<file path="src/rtl/rr_dest_encoder_pkg.sv">
`default_nettype none
// ============================================================================
// Module      : rr_dest_encoder_pkg
// Description : Shared constants for the register-bank destination path and
//               the index-to-one-hot helper used by both the encoder and the
//               bank write-enable decode.
// Revision    : 1.0 - initial release
// ============================================================================
package rr_dest_encoder_pkg;

    // Width of a destination index and the number of registers it addresses.
    localparam int DEST_W   = 4;
    localparam int NUM_REGS = 1 << DEST_W;

    // One-hot write enable for a destination index.
    function automatic logic [NUM_REGS-1:0] onehot(input logic [DEST_W-1:0] idx);
        logic [NUM_REGS-1:0] v;
        v      = '0;
        v[idx] = 1'b1;
        return v;
    endfunction

endpackage
`default_nettype wire

</file>
<file path="src/rtl/rr_dest_encoder_prio_select.sv">
`default_nettype none
// ============================================================================
// Module      : rr_prio_select
// Description : Combinational round-robin priority select. Finds the first
//               set bit of mask scanning upward from ptr, wrapping at the top.
//   mask  in   NUM_REGS  candidate request mask
//   ptr   in   DEST_W    index with highest priority this cycle
//   sel   out  DEST_W    selected index (meaningful only when found=1)
//   found out  1         mask has at least one set bit
// Revision    : 1.0 - initial release
// ============================================================================
module rr_prio_select #(
    parameter int DEST_W   = 4,
    parameter int NUM_REGS = 1 << DEST_W
) (
    input  logic [NUM_REGS-1:0] mask,
    input  logic [DEST_W-1:0]   ptr,
    output logic [DEST_W-1:0]   sel,
    output logic                found
);

    logic [NUM_REGS-1:0] w_rot;
    logic [DEST_W-1:0]   w_off;
    logic [DEST_W-1:0]   w_idx;

    always_comb begin
        w_rot = '0;
        w_idx = '0;
        w_off = '0;
        found = 1'b0;

        // Rotate so that bit ptr lands at position 0; the DEST_W-bit add
        // wraps naturally, giving the 15 -> 0 scan order.
        for (int i = 0; i < NUM_REGS; i++) begin
            w_idx    = DEST_W'(i) + ptr;
            w_rot[i] = mask[w_idx];
        end

        // Lowest set bit of the rotated mask; scanning downward lets the
        // last assignment win.
        for (int i = NUM_REGS - 1; i >= 0; i--) begin
            if (w_rot[i]) begin
                found = 1'b1;
                w_off = DEST_W'(i);
            end
        end

        // Undo the rotation.
        sel = w_off + ptr;
    end

endmodule
`default_nettype wire

</file>
<file path="src/rtl/rr_dest_encoder.sv">
`default_nettype none
// ============================================================================
// Module      : rr_dest_encoder
// Description : Round-robin encoder for register-bank write requests. Buffers
//               one-hot write requests as a sticky pending mask and issues one
//               destination index at a time over a valid/ready handshake.
//   clk        in   1         clock, rising edge
//   reset      in   1         synchronous active-high reset
//   req        in   NUM_REGS  write-request pulses, any number per cycle
//   dest       out  DEST_W    encoded destination index
//   dest_valid out  1         dest holds a pending request
//   dest_ready in   1         register bank accepts dest this cycle
//   grant      out  NUM_REGS  one-hot of dest while dest_valid, else zero
//   pending    out  NUM_REGS  sticky request mask, including the held entry
// Revision    : 1.0 - initial release
// ============================================================================
module rr_dest_encoder
    import rr_dest_encoder_pkg::*;
(
    input  logic                clk,
    input  logic                reset,
    input  logic [NUM_REGS-1:0] req,
    output logic [DEST_W-1:0]   dest,
    output logic                dest_valid,
    input  logic                dest_ready,
    output logic [NUM_REGS-1:0] grant,
    output logic [NUM_REGS-1:0] pending
);

    logic [NUM_REGS-1:0] r_pending;
    logic [DEST_W-1:0]   r_ptr;
    logic [DEST_W-1:0]   r_dest;
    logic                r_dest_valid;
    logic [NUM_REGS-1:0] r_grant;

    logic                w_fire;
    logic                w_load;
    logic [NUM_REGS-1:0] w_clr;
    logic [NUM_REGS-1:0] w_cand;
    logic [DEST_W-1:0]   w_sel;
    logic                w_found;

    assign w_fire = r_dest_valid & dest_ready;
    // The output register may only advance when it is empty or being drained.
    assign w_load = ~r_dest_valid | w_fire;
    assign w_clr  = w_fire ? r_grant : '0;
    // Exclude the entry already held on dest so it is never issued twice.
    assign w_cand = r_pending & ~r_grant;

    rr_prio_select #(
        .DEST_W   (DEST_W),
        .NUM_REGS (NUM_REGS)
    ) u_prio_select (
        .mask  (w_cand),
        .ptr   (r_ptr),
        .sel   (w_sel),
        .found (w_found)
    );

    always_ff @(posedge clk) begin
        if (reset) begin
            r_pending    <= '0;
            r_ptr        <= '0;
            r_dest       <= '0;
            r_dest_valid <= 1'b0;
            r_grant      <= '0;
        end else begin
            // OR-ing req after the clear makes a same-cycle re-request win.
            r_pending <= (r_pending & ~w_clr) | req;
            if (w_load) begin
                if (w_found) begin
                    r_dest       <= w_sel;
                    r_dest_valid <= 1'b1;
                    r_grant      <= onehot(w_sel);
                    r_ptr        <= w_sel + DEST_W'(1);
                end else begin
                    r_dest_valid <= 1'b0;
                    r_grant      <= '0;
                end
            end
        end
    end

    assign dest       = r_dest;
    assign dest_valid = r_dest_valid;
    assign grant      = r_grant;
    assign pending    = r_pending;

endmodule
`default_nettype wire
</file>
<file path="config.mk">
export PLATFORM = sky130hd
export DESIGN_NAME = rr_dest_encoder
export DESIGN_NICKNAME = d
export VERILOG_FILES = /design/src/rtl/rr_dest_encoder_pkg.sv /design/src/rtl/rr_dest_encoder_prio_select.sv /design/src/rtl/rr_dest_encoder.sv
export SDC_FILE = /design/constraint.sdc
export NUM_CORES = 1
export LEC_CHECK = 0
export BUFFER_PORTS_ARGS = -buffer_cell sky130_fd_sc_hd__buf_4
export CAP_MARGIN = 10
export CORE_MARGIN = 2
export CORE_UTILIZATION = 35
export CTS_CLUSTER_DIAMETER = 120
export DETAILED_ROUTE_END_ITERATION = 10
export SYNTH_ARGS = -nofsm -noshare
export SYNTH_HDL_FRONTEND = slang
export SYNTH_HIERARCHICAL = 1
export SYNTH_SLANG_ARGS = --single-unit
</file>
<file path="constraint.sdc">
create_clock -name clk -period 6.15 [get_ports clk]
set_input_delay 0.9225 -clock clk [delete_from_list [all_inputs] [get_ports clk]]
set_output_delay 0.9225 -clock clk [all_outputs]
set_load 0.005 [all_outputs]
</file>
======== Word level (Yosys, flattened, before mapping) ========
Cells that the tools add are included.
word-level totals
  output and inout bits ................... 37
  input bits .............................. 19
  bits in registers ....................... 41
  logic and storage cells ................. 119
operators by class
  multiplexer cells ....................... 69
  $add $sub $neg .......................... 17
  reduce and logical (&&, ||, !) cells .... 2
  bitwise operators ....................... 8
  $lt $le $gt $ge ......................... 18
operator list
  kind                                                               number
  < comparator 4 x 5 -> 1 bit, second input constant                 17
  binary-select mux 1 bit (select 4 bit)                             16
  two-way mux 4 bit                                                  16
  two-way mux 1 bit                                                  34
  adder 4 bit, first input constant                                  8
  AND 16 bit                                                         2
  two-way mux 16 bit                                                 2
  NOT 16 bit                                                         2
  adder 3 x 4 -> 4 bit, first input constant                         4
  bitwise OR 16 bit                                                  1
  adder 2 x 4 -> 4 bit, first input constant                         2
  adder 1 x 4 -> 4 bit, first input constant                         1
  adder 4 x 1 -> 4 bit, second input constant                        1
  adder 4 bit                                                        1
  demux 1 bit (select 4 bit)                                         1
  greater-or-equal comparator 4 x 1 -> 1 bit, second input constant  1
  AND reduction 2 bit                                                1
  AND 1 bit                                                          1
  logical AND 1 bit                                                  1
  NOT 1 bit                                                          1
  bitwise OR 1 bit                                                   1

======== Longest topological paths before layout ========
  word-level depth ........................ 26
  depth in mapped cells ................... 19
  depth with buffers taken out ............ 16

======== By module ========
The synthesis kept the hierarchy.
by module, submodules not included
  module           cells an instance  instances  area each (um^2)  seq. area each (um^2)
  rr_dest_encoder  176                1          1,689.1           820.8
  rr_prio_select   113                1          1,380.1           0.0

======== Worst setup path after synthesis ========
Ideal clock, no wire load.
  kind .................................... flip-flop to flip-flop
  start ................................... register r_ptr[1]
  end ..................................... register r_grant[10] (netlist: grant[10])
  cell stages (with the launch flop) ...... 19
  period minus slack after synthesis ...... 4.425 ns
  arrival time ............................ 4.366 ns
  setup time .............................. 0.059 ns
  required time ........................... 6.091 ns
  slack ................................... 1.725 ns
  path buffers ............................ 2
  cells stage by stage .................... dfxtp_1 -> buf_2 -> inv_1 -> ha_1 -> buf_1 -> mux4_1 -> mux2_2 -> mux2_2 -> o211a_1 -> o211ai_1 -> a221oi_2 -> ha_1 -> a21o_1 -> a21oi_1 -> xnor2_1 -> xnor2_1 -> nor3b_2 -> and3_1 -> a22o_1
between the ends
  cells in the longest elaborated chain, start to end .. 25
  elaborated cells on any way between the ends .. 86
  classes of those cells .................. 16 x add/sub; 2 x order compare; 67 x mux; 1 x reduce/logical
ends and longest elaborated chain
  item                                                                                                                    RTL line                           text
  start: declaration                                                                                                      rr_dest_encoder.sv:31              logic [DEST_W-1:0] r_ptr;
  start signal: assignment                                                                                                rr_dest_encoder.sv:75              r_ptr <= w_sel + DEST_W'(1);
  adder 4 bit                                                                                                             rr_dest_encoder_prio_select.sv:35  w_idx = DEST_W'(i) + ptr;
  binary-select mux 1 bit (select 4 bit)                                                                                  rr_dest_encoder_prio_select.sv:36  w_rot[i] = mask[w_idx];
  two-way mux 1 bit (implied by the code)                                                                                 rr_dest_encoder_prio_select.sv:36
  two-way mux 4 bit (16 in a row)                                                                                         rr_dest_encoder_prio_select.sv:42  if (w_rot[i]) begin
  adder 4 bit (*)                                                                                                         rr_dest_encoder_prio_select.sv:49  sel = w_off + ptr;
  via w_sel[3]                                                                                                            rr_dest_encoder.sv:40              logic [DEST_W-1:0] w_sel;
  < comparator 4 x 5 -> 1 bit (implied by the code) / greater-or-equal comparator 4 x 1 -> 1 bit (equally long branches)  rr_dest_encoder_pkg.sv:19          v[idx] = 1'b1;
  logical AND 1 bit (implied by the code)                                                                                 rr_dest_encoder_pkg.sv:19
  two-way mux 1 bit (implied by the code)                                                                                 rr_dest_encoder_pkg.sv:19
  demux 1 bit (select 4 bit) (*)                                                                                          rr_dest_encoder_pkg.sv:19
  two-way mux 16 bit (*)                                                                                                  rr_dest_encoder.sv:71              if (w_found) begin
  end signal: assignment                                                                                                  rr_dest_encoder.sv:74              r_grant <= onehot(w_sel);
  end: declaration                                                                                                        rr_dest_encoder.sv:34              logic [NUM_REGS-1:0] r_grant;
Mark *: on every way through the listed nets, which the timed path passes. The rest lies on a longest branch. The select of a mux whose other input is x is not followed.
A chain may end at the register's enable or synchronous reset.

======== Worst setup path in the final report ========
  start ................................... register r_ptr[1]
  end ..................................... register r_grant[9] (netlist: grant[9])
Same word-level chain as after synthesis.

==> results.toml <==
[flow_run]
maxCapViolCount = 0

[timing]
final_hold_viol_count = 0
grt_setup_unrepaired = "no"
slew_violations = 0
max_freq_mhz = 200
fin_crit_sh = 0.813
worst_pin_slew_ns = 0.749
timing.slew.headroom = 0.500
post-route-min-period_ns = 5.00
fin_setup_tns_ns = 0
setup_violations = 0
fin_skew_ns = 0.00816

[clocking]
cts_setup_buffers = 0
ctsHtreeMaxLevel = 2
cts_resized = 0
cts-hold-fix-buffers = 0
cts-buffers-inserted = 5
insertion_delay_ns = 0.30
root_buffer = "clkbuf_8"
cts_tree = "yes"
clock_sinks = 41
clockBufferDepth = 2
clkSlewWorstSetupHoldPaths_ns = 0.08

[grt]
grt_pass1_vias = 2425
grt_usage = 0.164
antenna_found_initial = 0
grt.overflow.total = 0
grt_pass1_wl_microns = 12800
grt_max_degree = 31

[power]
p_per_area_nw_per_um2 = 640
report.power.total_mw = 2.30
p_seq_frac = 0.179
sw_frac_of_total = 0.478
p_leak_nw = 1.52
clockPowerShare = 0.077
p_int_mw = 1.20
p_comb_frac = 0.743
switchingPower_mw = 1.10
peakVddDrop_mv = 0.359

[layout]
register_area_sq_um = 821
final_util = 0.418
drive_gt1_frac = 0.304
antenna_cells = 0
multi_input_area_sq_um = 2090
n_fill_cell = 869
fin_nets = 369
final_cell_mix = "56 x buf_4, 41 x dfxtp_1, 28 x a21oi_1"
final_common_cell = "buf_4"
area_delta_synth_final_pct = 16.9

[yosys]
syn_area_sq_um = 3070
synth_compound_area_frac = 0.151
ys_seq_area_frac = 0.267
syn_area_per_cell_sq_um = 10.6
synth-xor-area-share = 0.0395
ys.flop_type = "dfxtp_1"
synth-edff-count = 0
yosysTopAreaCell = "dfxtp_1"
muxShareOfSynthArea = 0.267
synth_area_leaders = "dfxtp_1 27%, mux4_2 8.8%, mux4_1 8.6%"
postSynthCellCount = 289
syn_nets = 323
synthArstFlopShare = 0
synth_fa_ha_area_frac = 0.0636
synthSimpleGateAreaFrac = 0.161
yosys_warnings = 6
synth_top_family_by_area = "multiplexers"
synth-seq-cells = 41
netlist.area_leader.share = 0.267
yosysUniqueCellTypes = 55

[placement]
dp_hpwl_microns = 5970
io_buffers = 55
gp_congestion = 0.905

[setup_path]
reg2reg_depth = 16
reg2reg_slack_ns = 1.15
cp-start-kind = "flop"
critPathMaxFanout = 15
crit_type = "reg2reg"
critical_path_required_ns = 6.40
worstPathArrival_ns = 5.25
r2r_end = "grant[9]"
r2r_start = "r_ptr[1]"
worst_setup_path_end_kind = "flop"
startpoint = "r_ptr[1]"

[drt]
drc = 0
vias = 2502
drtAntennaViolNets = 0
drt_first_pass_iters = 4
drt_iter0_drc = 133
vias_per_cell = 5.64
wl_per_cell_microns = 17.6
wl_microns = 7820

[floorplan]
chipHeight_microns = 97.6
die_x_microns = 97.6
io_pins = 56
coreArea_sq_um = 8590
start_util = 0.357
dieArea_sq_um = 9530
rows = 34

[outcome]
status = "finished, final reports clean"

[hold_path]
hold_path_class = "reg2reg"
hold_depth = 2
hold-path-endpoint = "dest[1]"
min_from = "dest[1]"
Yosys cell counts (all sizes together), types with 3 or more instances:
| cell | number |
|---|---|
| xor2 | 3 |
| mux2i | 12 |
| a32o | 6 |
| inv | 7 |
| nand2 | 4 |
| a21oi | 28 |
| o21ai | 8 |
| mux4 | 22 |
| buf | 15 |
| xnor2 | 10 |
| mux2 | 12 |
| ha | 14 |
| nor2b | 19 |
| dfxtp | 41 |
| and3 | 4 |
| nand2b | 4 |
| nor2 | 21 |
| a22o | 10 |
| nand3 | 24 |
cell type report:
cell class	count	share of cell area
clock buffer	6	0.0202
clock inverter	2	0.00418
inverter	8	0.00837
multi-input combinational	223	0.584
sequential	41	0.229
tap	108	0.0377
timing repair buffer	56	0.117
logic make-up (layout without fill, tap and decap cells):
group / count (synthesis) / in the layout
compound gates: 65 / 65
xor+xnor: 13 / 13
fa+ha+maj: 15 / 15
buf+inv: 25 / 72
flops: 41 / 41
mux: 46 / 46
simple gates: 84 / 84
flip-flops by register name (all words and copies together) (netlist names):
| name | flops |
|---|---|
| dest | 4 |
| r_ptr | 4 |
| grant | 16 |
| pending | 16 |
| dest_valid | 1 |
power groups by stage:
| stage | sequential (mW) | combinational [mW] | clock, mW |
|---|---|---|---|
| 2_1_floorplan | 0.376 | 1.35 | 0 |
| 6_report | 0.412 | 1.71 | 0.177 |
| 3_5_place_dp | 0.420 | 1.68 | 0 |
| 4_1_cts | 0.414 | 1.69 | 0.182 |
| 3_3_place_gp | 0.417 | 1.66 | 0 |
| 5_1_grt | 0.425 | 1.84 | 0.195 |
metal layers:
layer / up-vias / GRT usage / part of all wire
met1: 1238 / 0.222 / 0.45
met2: 61 / 0.271 / 0.49
li1: 1189 / - / -
met3: 14 / 0.0158 / 0.034
met4: 0 / 0.0620 / 0.027
met5: - / 0 / 0
how the worst max path moves through the flow:
stage	end	cells past startpoint
final	grant[9]	16
after CTS	grant[9]	16
after floorplan	grant[10]	18
after detailed placement	grant[11]	16
after global routing	grant[9]	16
after global placement	grant[10]	16
critical path: stages, from the launching register on:
cell and delay (ns):
dfxtp_1 0.75, inv_1 0.22, ha_1 0.51, mux4_1 0.39, mux2_2 0.32, mux2_2 0.27, o211a_1 0.22, o211ai_1 0.21
a221oi_2 0.12, ha_1 0.29, a21o_1 0.15, a21oi_1 0.17, xnor2_1 0.09, xnor2_1 0.55, nor3b_2 0.30, and3_1 0.23
a22o_1 0.14
through the flow:
step / std cells / hold slack, ns / instance area [sq um] / setup WS [ns]
after floorplan: 289 / 0.469 / 3070 / 1.73
after global placement: 436 / 0.473 / 3500 / 1.41
after detailed placement: 436 / 0.477 / 3500 / 1.19
after CTS: 444 / 0.488 / 3590 / 1.16
after global routing: 444 / 0.513 / 3590 / 0.768
final: 444 / 0.481 / 3590 / 1.15
(Power assumes the default switching activity.)
